==> config.mk <==
export PLATFORM = sky130hd
export DESIGN_NAME = fp_div_param_flat
export DESIGN_NICKNAME = d
export VERILOG_FILES = /design/src/rtl/fp_div_param_if.sv /design/src/rtl/fp_div_param.sv /design/src/flat_wrapper.sv
export SDC_FILE = /design/constraint.sdc
export NUM_CORES = 1
export LEC_CHECK = 0
export CORE_MARGIN = 5
export CORE_UTILIZATION = 25
export DETAILED_ROUTE_END_ITERATION = 12
export GPL_ROUTABILITY_DRIVEN = 0
export SLEW_MARGIN = 10
export SYNTH_ARGS = -nofsm -noshare
export SYNTH_HDL_FRONTEND = slang
export SYNTH_SLANG_ARGS = --single-unit
==> constraint.sdc <==
create_clock -name clk -period 6.4 [get_ports clk]
set_input_delay 1.92 -clock clk [delete_from_list [all_inputs] [get_ports clk]]
set_output_delay 1.92 -clock clk [all_outputs]
set_load 0.02 [all_outputs]
==> src/rtl/fp_div_param_if.sv <==
// Handshake and data bundle for the parameterised floating-point divider.
// master: request side (drives enable/start/operands); slave: the divider.
interface fp_div_param_if #(
   parameter int unsigned EXP_W = 8,
   parameter int unsigned MAN_W = 23
);
   localparam int unsigned W = 1 + EXP_W + MAN_W;

   logic         enable;
   logic         start;
   logic [W-1:0] a;
   logic [W-1:0] b;
   logic [W-1:0] q;
   logic         busy;
   logic         done;
   logic         stall;
   logic [4:0]   flags;

   modport master (
      output enable, start, a, b,
      input  q, busy, done, stall, flags
   );

   modport slave (
      input  enable, start, a, b,
      output q, busy, done, stall, flags
   );
endinterface

==> src/rtl/fp_div_param.sv <==
// Multi-cycle IEEE-754-format divider, one restoring-division quotient bit per cycle,
// round-to-nearest-even, subnormals flushed to signed zero.
// Define FP_DIV_FLAGS_EN to build the exception flag logic; otherwise flags read as 0.
module fp_div_param #(
   parameter int unsigned EXP_W = 8,
   parameter int unsigned MAN_W = 23
) (
   input logic           clk,
   input logic           rst,
   fp_div_param_if.slave bus
);
   localparam int unsigned W  = 1 + EXP_W + MAN_W;
   localparam int unsigned QW = MAN_W + 3;   // mantissa incl. hidden bit, guard, round
   localparam int unsigned EW = EXP_W + 2;   // signed working exponent
   localparam int unsigned CW = $clog2(QW);

   localparam logic [EW-1:0] EXP_BIAS = EW'((1 << (EXP_W - 1)) - 1);
   localparam logic [EW-1:0] EXP_MAX  = EW'((1 << EXP_W) - 1);
   localparam logic [W-1:0]  QNAN     = {1'b0, {EXP_W{1'b1}}, 1'b1, {(MAN_W - 1){1'b0}}};

   localparam logic [2:0] StIdle   = 3'd0;
   localparam logic [2:0] StUnpack = 3'd1;
   localparam logic [2:0] StIter   = 3'd2;
   localparam logic [2:0] StRound  = 3'd3;
   localparam logic [2:0] StDone   = 3'd4;

   logic [2:0]       state_q, state_d;
   logic [W-1:0]     a_q, a_d, b_q, b_d, q_q, q_d;
   logic             sign_q, sign_d;
   logic [EW-1:0]    exp_q, exp_d;
   logic [MAN_W:0]   div_q, div_d;
   logic [MAN_W+1:0] rem_q, rem_d;
   logic [QW-1:0]    quo_q, quo_d;
   logic [CW-1:0]    cnt_q, cnt_d;
   logic             busy_q, busy_d, done_q, done_d;
`ifdef FP_DIV_FLAGS_EN
   logic [4:0]       flags_q, flags_d, spec_flags, rnd_flags;
`endif

   // Operand fields of the captured request
   logic [EXP_W-1:0] ea, eb;
   logic [MAN_W-1:0] fa, fb;
   logic             a_zero, b_zero, a_inf, b_inf, a_nan, b_nan, sign_ab;
   logic [EW-1:0]    exp_un;

   assign ea      = a_q[W-2 -: EXP_W];
   assign eb      = b_q[W-2 -: EXP_W];
   assign fa      = a_q[MAN_W-1:0];
   assign fb      = b_q[MAN_W-1:0];
   assign a_zero  = (ea == '0);
   assign b_zero  = (eb == '0);
   assign a_inf   = (ea == '1) && (fa == '0);
   assign b_inf   = (eb == '1) && (fb == '0);
   assign a_nan   = (ea == '1) && (fa != '0);
   assign b_nan   = (eb == '1) && (fb != '0);
   assign sign_ab = a_q[W-1] ^ b_q[W-1];
   assign exp_un  = {2'b00, ea} - {2'b00, eb} + EXP_BIAS;

   // Special-operand classification and its fixed result
   logic         special;
   logic [W-1:0] spec_res;

   always_comb begin
      special  = 1'b1;
      spec_res = {sign_ab, {(W - 1){1'b0}}};
`ifdef FP_DIV_FLAGS_EN
      spec_flags = '0;
`endif
      if (a_nan || b_nan) begin
         spec_res = QNAN;
      end else if ((a_zero && b_zero) || (a_inf && b_inf)) begin
         spec_res = QNAN;
`ifdef FP_DIV_FLAGS_EN
         spec_flags = 5'b10000;
`endif
      end else if (a_inf) begin
         spec_res = {sign_ab, {EXP_W{1'b1}}, {MAN_W{1'b0}}};
      end else if (b_inf) begin
         spec_res = {sign_ab, {(W - 1){1'b0}}};
      end else if (b_zero) begin
         spec_res = {sign_ab, {EXP_W{1'b1}}, {MAN_W{1'b0}}};
`ifdef FP_DIV_FLAGS_EN
         spec_flags = 5'b01000;
`endif
      end else if (a_zero) begin
         spec_res = {sign_ab, {(W - 1){1'b0}}};
      end else begin
         special = 1'b0;
      end
   end

   // One restoring-division step
   logic             rem_ge;
   logic [MAN_W+1:0] rem_sel, rem_next;

   assign rem_ge   = (rem_q >= {1'b0, div_q});
   assign rem_sel  = rem_ge ? (rem_q - {1'b0, div_q}) : rem_q;
   assign rem_next = rem_sel << 1;

   // Normalise by at most one bit, round to nearest even, pack or saturate
   logic             norm, rbit, sticky, rnd_up;
   logic [MAN_W:0]   man_pre;
   logic [MAN_W+1:0] man_sum;
   logic [MAN_W-1:0] frac;
   logic [EW-1:0]    exp_n, exp_fin;
   logic [W-1:0]     rnd_res;

   always_comb begin
      norm    = quo_q[QW-1];
      man_pre = norm ? quo_q[QW-1:2] : quo_q[QW-2:1];
      rbit    = norm ? quo_q[1] : quo_q[0];
      sticky  = (norm & quo_q[0]) | (rem_q != '0);
      exp_n   = exp_q - {{(EW - 1){1'b0}}, ~norm};
      rnd_up  = rbit & (sticky | man_pre[0]);
      man_sum = {1'b0, man_pre} + {{(MAN_W + 1){1'b0}}, rnd_up};
      // On carry the sum is exactly 10..0, so the shifted fraction is all zero
      frac    = man_sum[MAN_W+1] ? man_sum[MAN_W:1] : man_sum[MAN_W-1:0];
      exp_fin = exp_n + {{(EW - 1){1'b0}}, man_sum[MAN_W+1]};
      rnd_res = {sign_q, exp_fin[EXP_W-1:0], frac};
`ifdef FP_DIV_FLAGS_EN
      rnd_flags = {4'b0000, rbit | sticky};
`endif
      if (!exp_fin[EW-1] && (exp_fin >= EXP_MAX)) begin
         rnd_res = {sign_q, {EXP_W{1'b1}}, {MAN_W{1'b0}}};
`ifdef FP_DIV_FLAGS_EN
         rnd_flags = 5'b00101;
`endif
      end else if (exp_fin[EW-1] || (exp_fin == '0)) begin
         rnd_res = {sign_q, {(W - 1){1'b0}}};
`ifdef FP_DIV_FLAGS_EN
         rnd_flags = 5'b00011;
`endif
      end
   end

   // Next-state logic for the controller and datapath
   always_comb begin
      state_d = state_q;
      a_d     = a_q;
      b_d     = b_q;
      q_d     = q_q;
      sign_d  = sign_q;
      exp_d   = exp_q;
      div_d   = div_q;
      rem_d   = rem_q;
      quo_d   = quo_q;
      cnt_d   = cnt_q;
      busy_d  = busy_q;
      done_d  = 1'b0;
`ifdef FP_DIV_FLAGS_EN
      flags_d = flags_q;
`endif
      case (state_q)
         StIdle: begin
            if (bus.start) begin
               a_d     = bus.a;
               b_d     = bus.b;
               busy_d  = 1'b1;
               state_d = StUnpack;
            end
         end
         StUnpack: begin
            sign_d  = sign_ab;
            exp_d   = exp_un;
            div_d   = {1'b1, fb};
            rem_d   = {2'b01, fa};
            quo_d   = '0;
            cnt_d   = '0;
            state_d = StIter;
            if (special) begin
               q_d     = spec_res;
               done_d  = 1'b1;
               state_d = StDone;
`ifdef FP_DIV_FLAGS_EN
               flags_d = spec_flags;
`endif
            end
         end
         StIter: begin
            rem_d = rem_next;
            quo_d = {quo_q[QW-2:0], rem_ge};
            cnt_d = cnt_q + CW'(1);
            if (cnt_q == CW'(QW - 1)) begin
               state_d = StRound;
            end
         end
         StRound: begin
            q_d     = rnd_res;
            done_d  = 1'b1;
            state_d = StDone;
`ifdef FP_DIV_FLAGS_EN
            flags_d = rnd_flags;
`endif
         end
         StDone: begin
            busy_d  = 1'b0;
            state_d = StIdle;
         end
         default: begin
            busy_d  = 1'b0;
            state_d = StIdle;
         end
      endcase
   end

   // State register: reset wins over enable, enable low freezes everything
   always_ff @(posedge clk) begin
      if (rst) begin
         state_q <= StIdle;
         a_q     <= '0;
         b_q     <= '0;
         q_q     <= '0;
         sign_q  <= 1'b0;
         exp_q   <= '0;
         div_q   <= '0;
         rem_q   <= '0;
         quo_q   <= '0;
         cnt_q   <= '0;
         busy_q  <= 1'b0;
         done_q  <= 1'b0;
`ifdef FP_DIV_FLAGS_EN
         flags_q <= '0;
`endif
      end else if (bus.enable) begin
         state_q <= state_d;
         a_q     <= a_d;
         b_q     <= b_d;
         q_q     <= q_d;
         sign_q  <= sign_d;
         exp_q   <= exp_d;
         div_q   <= div_d;
         rem_q   <= rem_d;
         quo_q   <= quo_d;
         cnt_q   <= cnt_d;
         busy_q  <= busy_d;
         done_q  <= done_d;
`ifdef FP_DIV_FLAGS_EN
         flags_q <= flags_d;
`endif
      end
   end

   assign bus.q     = q_q;
   assign bus.busy  = busy_q;
   assign bus.done  = done_q;
   assign bus.stall = bus.start & busy_q;
`ifdef FP_DIV_FLAGS_EN
   assign bus.flags = flags_q;
`else
   assign bus.flags = '0;
`endif
endmodule

==> src/flat_wrapper.sv <==
// flat-port wrapper written by rule: the top's interface ports become plain ports
module fp_div_param_flat 
#(
   parameter int unsigned EXP_W = 8,
   parameter int unsigned MAN_W = 23
)
  (clk, rst, bus_enable, bus_start, bus_a, bus_b, bus_q, bus_busy, bus_done, bus_stall, bus_flags);
  fp_div_param_if #(.EXP_W(EXP_W), .MAN_W(MAN_W)) bus_i ();
  input logic clk;
  input logic rst;
  input wire logic [$bits(bus_i.enable)-1:0] bus_enable;
  input wire logic [$bits(bus_i.start)-1:0] bus_start;
  input wire logic [$bits(bus_i.a)-1:0] bus_a;
  input wire logic [$bits(bus_i.b)-1:0] bus_b;
  output wire logic [$bits(bus_i.q)-1:0] bus_q;
  output wire logic [$bits(bus_i.busy)-1:0] bus_busy;
  output wire logic [$bits(bus_i.done)-1:0] bus_done;
  output wire logic [$bits(bus_i.stall)-1:0] bus_stall;
  output wire logic [$bits(bus_i.flags)-1:0] bus_flags;
  assign bus_i.enable = bus_enable;
  assign bus_i.start = bus_start;
  assign bus_i.a = bus_a;
  assign bus_i.b = bus_b;
  assign bus_q = bus_i.q;
  assign bus_busy = bus_i.busy;
  assign bus_done = bus_i.done;
  assign bus_stall = bus_i.stall;
  assign bus_flags = bus_i.flags;
  fp_div_param #(.EXP_W(EXP_W), .MAN_W(MAN_W)) u_core (.clk(clk), .rst(rst), .bus(bus_i));
endmodule
Yosys cells after proc, flatten, opt, wreduce, memory -nomap -nowiden
Index checks and enable logic that the tools add are counted.
{ "totals": {"register_bits": 192, "latch_bits": 0, "ram_bits": 0, "romBits": 0, "input_bits": 68, "mem_count": 0} }
{ "classes": {"addsub": 7, "multipliers": 0, "n_div": 0, "n_lt_le_gt_ge": 2, "eq_ne": 9, "shift": 0, "mux": 30, "n_bitwise": 8, "n_reduce_logical": 29} }
{ "ops": {"columns": ["operator", "n"], "rows": [
  ["31-bit 2-to-1 mux", 5],
  ["32-bit 2-to-1 mux", 3],
  ["32-bit case mux with 2 select lines", 1],
  ["26-bit case mux with 2 select lines", 1],
  ["25-bit case mux with 2 select lines", 1],
  ["24-bit 2-to-1 mux", 2],
  ["23-bit zero test", 2],
  ["23-bit nonzero test", 2],
  ["24-bit by 1-bit adder with 25-bit output", 1],
  ["25-bit by 24-bit greater-or-equal comparator with 1-bit output", 1],
  ["25-bit nonzero test", 1],
  ["24-bit subtractor", 1],
  ["23-bit 2-to-1 mux", 1],
  ["8-bit equality test (second input constant)", 2],
  ["8-bit zero test", 2],
  ["3-bit case mux with 4 select lines", 1],
  ["3-bit AND reduction", 4],
  ["10-bit by 1-bit adder with 10-bit output", 1],
  ["10-bit by 7-bit adder with 10-bit output (second input constant)", 1],
  ["10-bit by 8-bit greater-or-equal comparator with 1-bit output (second input constant)", 1],
  ["10-bit zero test", 1],
  ["5-bit case mux with 2 select lines", 1],
  ["10-bit by 1-bit subtractor with 10-bit output", 1],
  ["1-bit 2-to-1 mux", 9],
  ["20 further kinds", 39]
]} }

Logic depth before layout (Yosys ltp)
{ "logic_depth": {"depth_word": 11, "mapped_depth": 24, "depth_no_buf": 19} }

Worst setup path before layout
No wires, ideal clock.
{ "synth_path": {"path_kind": "register -> register", "start": "register u_core.quo_q[25]", "end": "register u_core.q_q[15], in the netlist u_core.bus.q[15]", "arrival_time_ns": 5.205, "required_time_ns": 6.283, "path_slack_ns": 1.077, "path_stages_with_launch": 25, "n_path_buf": 5, "synth_period_minus_slack_ns": 5.323, "path_cell_list": "dfxtp_1 > buf_6 > clkbuf_1 > clkbuf_1 > clkbuf_1 > mux2i_1 > nor2b_1 > ha_1 > nand3_1 > a2111o_1 > nor2_8 > nand3_4 > nor2_1 > ha_1 > inv_1 > fa_1 > nor2b_1 > o21ai_1 > a21oi_1 > nor3_1 > or4_1 > nand4b_1 > nor2_1 > buf_2 > a32o_1"} }
{ "synth_between": {"elab_chain_len": 11, "word_cells_on_any_way": 19} }
{ "synth_rtl": {"columns": ["item", "line", "text"], "rows": [
  ["start: declaration", "fp_div_param.sv:33", "logic [QW-1:0] quo_q, quo_d;"],
  ["start signal: assignment", "fp_div_param.sv:233", "quo_q <= quo_d;"],
  ["branches (longest 9 deep; another with 24-bit by 1-bit adder with 25-bit output)", null, null],
  ["31-bit 2-to-1 mux *", "fp_div_param.sv:123", "if (!exp_fin[EW-1] && (exp_fin >= EXP_MAX)) begin"],
  ["32-bit case mux with 2 select lines *", "fp_div_param.sv:153", "case (state_q)"],
  ["end signal: assignment", "fp_div_param.sv:228", "q_q <= q_d;"],
  ["end: declaration", "fp_div_param.sv:28", "logic [W-1:0] a_q, a_d, b_q, b_d, q_q, q_d;"]
]} }
Every way passes the cells marked *.
A chain may end at the register's enable or synchronous reset.

Worst setup path in the final report
{ "layout_path": {"start": "register u_core.quo_q[25]", "end": "register u_core.q_q[1], in the netlist u_core.bus.q[1]"} }
The elaborated chain is that of the path after synthesis.

==> run metrics <==
vias in the first global route 9211; global route total overflow 0; Final ANT Viol Nets 0; Hold EP u_core.div_q[6]; I/O pins between 100 and 150; Synth-to-Final Area Change 19.2%; main flop type after synthesis dfxtp_1; drt total wl 29.7 mm; initial antenna violation count 0; Finish-stage setup viols 0; most frequent cells in the layout nand2_1, dfxtp_1, a21oi_1; cells after synthesis ~1.4k; total power 2.85 mW; CTS Buf Count 17; Place WS 1.26 ns; die area 46700 µm²; CTS tree built; drt wl/cell 15.2 µm; TritonCTS Sinks 192; H-tree level count 4; final core occ 0.302; Port Buffer Count 102; critical hold path startpoint u_core.div_q[6]; Clk pin slew, worst setup/hold paths 0.07 ns; Worst EP arrival 5.54 ns; Worst setup EP type flip-flop; Startpoint Class flip-flop; Max-Cap Viols 0; via count about 9.6k; worst ir drop on vdd 0.199 mV; first-pass GRT wire length 48.5 mm; post-cts resize count 0; max-slew violation count 0; non-filler cells in the finished layout 1954; initial drt markers 768; worst setup margin 1.20 ns; reg2reg start u_core.quo_q[25]; Hold Vio Cnt, Final 0; worst hold stages 2; Max Root-Sink Buffers 2; post-layout min period between 5 and 6 ns; PD cells 225 nW/µm²; r2r setup slk 1.20 ns; unrepaired setup endpoints after global routing no; FF-to-FF End u_core.bus.q[1]; DR vias/cell roughly 5; Vert. Die Dim 216 µm; Setup CP Type reg -> reg; worst skew pair latency 0.45 ns; crit path cell chain mux2i_1, nor2b_1, ha_1, nand3_1, a2111o_1, nor2_8, nand3_4, nor2_1, ha_1, inv_1, fa_1, nor2b_1, o21a_1, o21ai_0, a2111oi_0, a311oi_1, nand4b_1, nor2_1, buf_4, a22o_1; FMAX 192 MHz; EDFF count, synth 0; Final nets 1519; largest net degree at the start of global routing 69; core area between 40000 and 50000 µm²; Worst path slowest cell dfxtp_2; status finished clean; share of layout cells above drive strength 1 0.0516; actual slew at the worst max-slew pin 0.943 ns; Cell variety after synth 79; DR pass1 iterations 5; Tcrit/Tclk final 0.812; YS warnings 0; worst path required time about 6.7 ns; clk_skew 0.0133 ns; DRC 0; syn avg cell area roughly 7.9 µm²; Async S/R FF share, synth 0; worst min path class reg -> reg; cell depth of the worst flop-to-flop path 20; leak pwr 4.54 nW; Clock Root Buffer clkbuf_16; hold buffers post-CTS 0; post-CTS setup buffers 0; CP peak stage delay 0.58 ns; Post-Syn Area 10600 µm²; sequential area share after synthesis 0.362; CP max FO 23; most common cell after layout, fill and taps aside nand2_1; Ant. Diodes 0; TNS Setup 0 ns; num rows 75; synthesis-stage register bit count ~190; starting density of the core 0.253; GRT Overall Usage 0.124; die width 216 µm; Slew headroom 0.370; Placed Cells 1922; DPL Wire Length 22.3 mm
-- logic make-up (layout without fill, tap and decap cells) --
logic type      Yosys count  in the layout  share of synthesized area
buf+inv                 151            210                     0.0574
compound gates          409            409                      0.246
fa+ha+maj                49             49                     0.0598
xor+xnor                 45             45                     0.0371
flops                   192            192                      0.362
other cells               1              5                   0.000353
mux                      31             31                     0.0303
simple gates            474            474                      0.207
-- worst max path at each step --
stage | startpoint | endpoint | slack (ns)
after floorplan | u_core.quo_q[25] | u_core.bus.q[15] | 1.08
after global placement | u_core.quo_q[25] | u_core.bus.q[1] | 1.37
after detailed placement | u_core.quo_q[25] | u_core.bus.q[1] | 1.26
after CTS | u_core.quo_q[25] | u_core.bus.q[1] | 1.24
after global routing | u_core.quo_q[25] | u_core.bus.q[1] | 0.78
final | u_core.quo_q[25] | u_core.bus.q[1] | 1.20
-- metrics by stage --
stage / hold slack (ns) / instance area (µm²)
global placement: 0.439 / 12100
CTS: 0.458 / 12700
global route: 0.477 / 12700
finish: 0.456 / 12700
detailed placement: 0.445 / 12100
floorplan: 0.435 / 10600
-- state kept, by name, indices dropped and copies added (netlist names) --
signal / flops
u_core.a_q: 32
u_core.b_q: 32
u_core.bus.busy: 1
u_core.bus.done: 1
u_core.bus.q: 32
u_core.cnt_q: 5
u_core.div_q: 24
u_core.exp_q: 10
u_core.quo_q: 26
u_core.rem_q: 25
u_core.sign_q: 1
u_core.state_q: 3
-- area by class of cell --
type	instances	area, µm²
tap	539	674
multi-input combinational	1013	6200
fill	4448	29300
clock inverter	13	138
sequential	192	3840
clock buffer	19	453
timing repair buffer	114	1110
inverter	64	240
-- routing by layer --
metal  vias up  wire length [µm]  GRT usage
met3        38              1750     0.0286
met2       235             13300      0.197
li1       4910                 -          -
met1      4432             14100      0.171
met4         0               597     0.0343
met5         -                 0          0
-- where the power goes --
| group | total, mW | internal (mW) | switching, mW |
|---|---|---|---|
| clock network | 1.08 | 0.572 | 0.510 |
| logic | 0.508 | 0.219 | 0.289 |
| registers | 1.26 | 1.23 | 0.0321 |
-- critical path: cells and delay by family, from the launching register on --
kind                     cells  cell delay (ns)
adder cells (fa/ha/maj)      3             0.87
AND/OR/NAND/NOR              8             1.48
multiplexers                 1             0.13
flip-flops                   1             0.58
AO/OA/AOI/OAI                6             1.77
buffers and inverters        2             0.26
-- cells in the mapped netlist, drive strengths merged (6+ instances only) --
library cell	count	area share
a22oi	50	0.035
o21a	8	0.0057
buf	20	0.011
a22o	7	0.0058
nor2b	14	0.0082
a211oi	20	0.014
dfxtp	192	0.36
nand3	24	0.012
clkbuf	67	0.024
inv	64	0.023
xnor2	24	0.020
nor2	88	0.033
a21o	18	0.013
nand4	18	0.011
nand2b	8	0.0047
and3	9	0.0053
a21oi	158	0.074
and2	14	0.0082
o21ai	58	0.027
nor3	15	0.0081
a31oi	15	0.0088
o211ai	7	0.0049
ha	46	0.054
a211o	9	0.0074
nor4	16	0.0094
o22ai	15	0.0088
or3	6	0.0035
nand2	237	0.084
mux2	9	0.0095
xor2	21	0.017
mux2i	22	0.021
No activity file was read; power rests on OpenSTA's default activity.
